$ cat config.mk
export PLATFORM = sky130hd
export DESIGN_NAME = stream_demux
export DESIGN_NICKNAME = d
export VERILOG_FILES = /design/src/rtl/stream_demux.sv
export SDC_FILE = /design/constraint.sdc
export NUM_CORES = 1
export LEC_CHECK = 0
export ABC_AREA = 1
export CORE_ASPECT_RATIO = 0.7
export CORE_MARGIN = 5
export CORE_UTILIZATION = 40
export DETAILED_ROUTE_END_ITERATION = 6
export GPL_TIMING_DRIVEN = 0
export HOLD_SLACK_MARGIN = 0.12
export PLACE_DENSITY_LB_ADDON = 0.1
export RECOVER_POWER = 100
export SETUP_SLACK_MARGIN = 0.05
export SLEW_MARGIN = 20
export SYNTH_ARGS = -nofsm -noshare
export SYNTH_HDL_FRONTEND = slang
export SYNTH_SLANG_ARGS = --single-unit
export TNS_END_PERCENT = 100
$ cat constraint.sdc
create_clock -name clk -period 4.1 [get_ports clk]
set_clock_uncertainty 0.15 [all_clocks]
set_input_delay 1.23 -clock clk [delete_from_list [all_inputs] [get_ports clk]]
set_output_delay 1.23 -clock clk [all_outputs]
set_load 0.02 [all_outputs]
$ cat src/rtl/stream_demux.sv
// One-input, two-output stream demultiplexer. Each output owns a single
// holding register and a 16-bit delivery counter.
module stream_demux #(
    parameter int WIDTH = 32
) (
    input  logic             clk,
    input  logic             rst,
    input  logic [WIDTH-1:0] in_data,
    input  logic             in_select_b,
    input  logic             in_valid,
    output logic             in_ready,
    output logic [WIDTH-1:0] a_data,
    output logic             a_valid,
    input  logic             a_ready,
    output logic [WIDTH-1:0] b_data,
    output logic             b_valid,
    input  logic             b_ready,
    output logic [15:0]      a_count,
    output logic [15:0]      b_count
);

    logic [WIDTH-1:0] a_data_q, a_data_d, b_data_q, b_data_d;
    logic             a_full_q, a_full_d, b_full_q, b_full_d;
    logic [15:0]      a_count_q, a_count_d, b_count_q, b_count_d;
    logic             sel_full, sel_ready, load_a, load_b;

    always_comb begin
        sel_full  = in_select_b ? b_full_q : a_full_q;
        sel_ready = in_select_b ? b_ready  : a_ready;
        // A draining register accepts a replacement in the same cycle.
        in_ready  = ~sel_full | sel_ready;

        load_a = in_valid & in_ready & ~in_select_b;
        load_b = in_valid & in_ready &  in_select_b;

        a_full_d  = load_a | (a_full_q & ~a_ready);
        b_full_d  = load_b | (b_full_q & ~b_ready);
        a_data_d  = load_a ? in_data : a_data_q;
        b_data_d  = load_b ? in_data : b_data_q;
        a_count_d = a_count_q + {15'd0, a_full_q & a_ready};
        b_count_d = b_count_q + {15'd0, b_full_q & b_ready};
    end

    always_ff @(posedge clk) begin
        if (rst) begin
            a_data_q  <= '0;
            b_data_q  <= '0;
            a_full_q  <= 1'b0;
            b_full_q  <= 1'b0;
            a_count_q <= '0;
            b_count_q <= '0;
        end else begin
            a_data_q  <= a_data_d;
            b_data_q  <= b_data_d;
            a_full_q  <= a_full_d;
            b_full_q  <= b_full_d;
            a_count_q <= a_count_d;
            b_count_q <= b_count_d;
        end
    end

    assign a_data  = a_data_q;
    assign b_data  = b_data_q;
    assign a_valid = a_full_q;
    assign b_valid = b_full_q;
    assign a_count = a_count_q;
    assign b_count = b_count_q;

endmodule

==> flow_results.xml <==
<?xml version="1.0" encoding="UTF-8"?>
<metrics>
  <group name="power_and_ir_drop">
    <metric name="ir_drop" unit="V">0.000177</metric>
    <metric name="pwr-share-seq" unit="">0.482</metric>
    <metric name="p_per_area" unit="mW/mm²">374</metric>
    <metric name="power.internal" unit="mW">1.60</metric>
    <metric name="net-switching-power" unit="mW">0.521</metric>
    <metric name="power.share.clock" unit="">0.382</metric>
    <metric name="power_frac_comb" unit="">0.136</metric>
    <metric name="p_leak" unit="nW">2.64</metric>
    <metric name="swShare" unit="">0.246</metric>
  </group>
  <group name="synth">
    <metric name="yosys_warnings" unit="">0</metric>
    <metric name="ys_types" unit="">25</metric>
    <metric name="yosys_reg_bits" unit="">98</metric>
    <metric name="synth_top_area_frac" unit="">0.492</metric>
    <metric name="synthDominantAreaCellType" unit="">sky130_fd_sc_hd__dfxtp_1</metric>
    <metric name="synthTopCellsByArea" unit="">sky130_fd_sc_hd__dfxtp_1 (49%), sky130_fd_sc_hd__nor2_1 (16%), sky130_fd_sc_hd__o21ai_1 (6.2%), sky130_fd_sc_hd__nand2_1 (5.4%), sky130_fd_sc_hd__inv_1 (4.1%)</metric>
    <metric name="netlist_area_before_placement" unit="mm²">0.00398</metric>
    <metric name="synthesis.nets" unit="">574</metric>
    <metric name="ys_seq_area_frac" unit="">0.492</metric>
    <metric name="postSynthAreaPerCell" unit="µm²">7.52</metric>
    <metric name="synthesized_netlist_cell_count" unit="">530</metric>
  </group>
  <group name="sta">
    <metric name="finalWorstPathRequiredPeriod" unit="ps">3690</metric>
    <metric name="final-hold-violation-count" unit="">0</metric>
    <metric name="final.setup.tns" unit="ps">0</metric>
    <metric name="hold_ws" unit="ps">326</metric>
    <metric name="layout_setup_ws" unit="ps">414</metric>
    <metric name="timing.fmax" unit="GHz">0.271</metric>
    <metric name="report.final.setup_viol" unit="">0</metric>
    <metric name="drv_slew" unit="">0</metric>
    <metric name="remaining_max_slew_budget_at_the_tightest_pin" unit="">0.582</metric>
    <metric name="grt_setup_unrepaired" unit="">false</metric>
    <metric name="final.period_utilization" unit="">0.899</metric>
    <metric name="slew_at_the_pin_closest_to_its_max_slew_limit" unit="ps">624</metric>
  </group>
  <group name="placement">
    <metric name="port_buffer_count" unit="">136</metric>
    <metric name="dp_hpwl" unit="µm">8510</metric>
    <metric name="dpl.cell_count" unit="">794</metric>
    <metric name="detailedPlace.worstSlack" unit="ps">70.4</metric>
    <metric name="routabilityCongestion" unit="">0.849</metric>
  </group>
  <group name="cts">
    <metric name="clock_insertion_delay_worst_skew" unit="ps">330</metric>
    <metric name="cts_root_buffer" unit="">sky130_fd_sc_hd__clkbuf_16</metric>
    <metric name="clock-sinks" unit="">98</metric>
    <metric name="cts-root-to-sink-buffers" unit="">2</metric>
    <metric name="cts_buffers" unit="">9</metric>
    <metric name="path_clk_slew" unit="ps">60</metric>
    <metric name="cts.hold.buffers_added" unit="">0</metric>
    <metric name="clock_tree_from_tritoncts" unit="">built</metric>
    <metric name="htree_num_levels" unit="">3</metric>
  </group>
  <group name="floorplan">
    <metric name="initial_core_util" unit="">0.410</metric>
    <metric name="placement_rows" unit="">30</metric>
    <metric name="pin_count" unit="">137</metric>
    <metric name="floorplan.die_area" unit="mm²">0.0121</metric>
    <metric name="placeableCoreArea" unit="mm²">0.00972</metric>
    <metric name="dieWidth" unit="µm">129</metric>
    <metric name="die_h" unit="µm">93.5</metric>
  </group>
  <group name="critical_path">
    <metric name="slowest_stage" unit="">sky130_fd_sc_hd__dlygate4sd3_1</metric>
    <metric name="path_buf_inv" unit="">3</metric>
    <metric name="cp_common_cell" unit="">sky130_fd_sc_hd__nand2_1</metric>
    <metric name="criticalPathCategory" unit="">in -&gt; out</metric>
    <metric name="crit_cells" unit="">6</metric>
    <metric name="reg2reg_depth" unit="">7</metric>
    <metric name="critPathArrivalTime" unit="ps">2310</metric>
    <metric name="crit_path_max_fanout" unit="">2</metric>
    <metric name="critPathMaxStageDelay" unit="ps">570</metric>
    <metric name="chain_of_cells_forming_the_critical_path" unit="">dlygate4sd3_1 &gt; inv_1 &gt; nand2_1 &gt; nand2_2 &gt; nand2_1 &gt; clkbuf_1</metric>
    <metric name="cp_data_required_time" unit="ps">2720</metric>
    <metric name="critPathTopFamily" unit="">buffers and inverters</metric>
    <metric name="critical_path.endpoint_type" unit="">primary output</metric>
    <metric name="start_kind" unit="">input port</metric>
  </group>
  <group name="grt">
    <metric name="grt.total_usage" unit="">0.186</metric>
    <metric name="maximum_number_of_pins_on_one_net_before_global_route_repair" unit="">15</metric>
    <metric name="antenna_found_initial" unit="">0</metric>
    <metric name="grt-ovfl-total" unit="">0</metric>
    <metric name="grt_pass1_wl" unit="µm">17800</metric>
    <metric name="grt_pass1_vias" unit="">3581</metric>
  </group>
  <group name="finish">
    <metric name="areaGrowthSynthToFinish" unit="%">42.2</metric>
    <metric name="diodes" unit="">0</metric>
    <metric name="most-common-layout-cells" unit="">sky130_fd_sc_hd__nor2_1 (172), sky130_fd_sc_hd__dlygate4sd3_1 (101), sky130_fd_sc_hd__dfxtp_1 (98)</metric>
    <metric name="instances_no_fill" unit="">810</metric>
    <metric name="num-fill-cells" unit="">934</metric>
    <metric name="final_core_utilization" unit="">0.583</metric>
    <metric name="drive_above_1_share" unit="">0.0367</metric>
    <metric name="leading_cell_type_in_the_layout_fill_and_taps_excluded" unit="">sky130_fd_sc_hd__nor2_1</metric>
    <metric name="finish.net_count" unit="">721</metric>
  </group>
  <group name="outcome">
    <metric name="run_status" unit="">finished, final reports clean</metric>
  </group>
  <group name="route">
    <metric name="initial_drc_count" unit="">284</metric>
    <metric name="detail_route.vias_per_cell" unit="">4.67</metric>
    <metric name="routedWlPerCell" unit="µm">13.8</metric>
    <metric name="postRouteWirelength" unit="µm">11200</metric>
    <metric name="detailroute.via_count" unit="">3782</metric>
    <metric name="drc" unit="">0</metric>
    <metric name="drt_pass1_iterations" unit="">5</metric>
    <metric name="antenna_violating_nets_post_route" unit="">0</metric>
  </group>
  <group name="min_path">
    <metric name="whs_path_depth" unit="">2</metric>
    <metric name="hold_class" unit="">reg -&gt; reg</metric>
  </group>
  <group name="flow_run">
    <metric name="max_cap_viol_count" unit="">0</metric>
  </group>
</metrics>
## path summary, 6_finish.rpt
check                   start     endpoint  slack (ps)
setup / recovery      a_ready     in_ready         410
hold / removal    b_count[15]  b_count[15]         330
setup reg to reg      b_valid   b_data[15]        1820
hold reg to reg   b_count[15]  b_count[15]         330
## worst reg2reg max path: cells and delay by family, from the launching register on
family                 cells  cell delay (ps)
DFF                        1              320
and+or+nand+nor            5              880
buffers and inverters      2              820
## per-layer routing
layer,track usage,share of wire
met5,0,0
met4,0.0516,0.011
met3,0.0668,0.080
met2,0.271,0.42
met1,0.258,0.49
## repair_timing
item | in CTS | in global routing
endpoints found under the setup margin | 0 | 1
gates resized for setup | 0 | 1
buffers inserted | 0 | 0
## logic make-up after synthesis
group	synth area share
adder cells (fa/ha/maj)	0.0188
AO/OA/AOI/OAI	0.112
AND/OR/NAND/NOR	0.277
flip-flops	0.492
XOR/XNOR	0.00880
buffers and inverters	0.0911
## synth_stat cells, drive strengths merged
cell type,n
o21bai,1
dfxtp,98
clkbuf,6
nand3,17
o21ai,71
a21oi,15
buf,16
nor3b,1
nor3,8
nand4,4
o21a,1
xnor2,2
inv,48
nand2,62
nor2,172
ha,6
xor2,2
## power by group through the flow
stage                     Clock (mW)  Combinational (mW)  Sequential [mW]
after floorplan                    0              0.0987             1.10
after global placement             0               0.314             1.04
after detailed placement           0               0.317             1.04
after CTS                      0.833               0.319             1.02
after global routing           0.871               0.312             1.03
final                          0.809               0.287             1.02
## registers in the layout, summed over array words and instances (netlist names)
name and count:
b_valid 1, a_valid 1, a_count 16, a_data 32, b_data 32, b_count 16
## per-stage QoR
stage	cell area [µm²]	total power, mW
final	5670	2.12
after global routing	5670	2.21
after detailed placement	5510	1.36
after CTS	5790	2.18
after floorplan	3980	1.20
after global placement	5510	1.36
## final cells by class
cell class,count,area [µm²],share of cell area
sequential,98,1960,0.346
multi-input combinational,362,1600,0.282
timing repair buffer,136,1360,0.239
clock buffer,14,244,0.0431
inverter,48,183,0.0322
tap,128,160,0.0283
buffer,22,129,0.0227
clock inverter,2,37.5,0.00662
(Power assumes the default switching activity.)
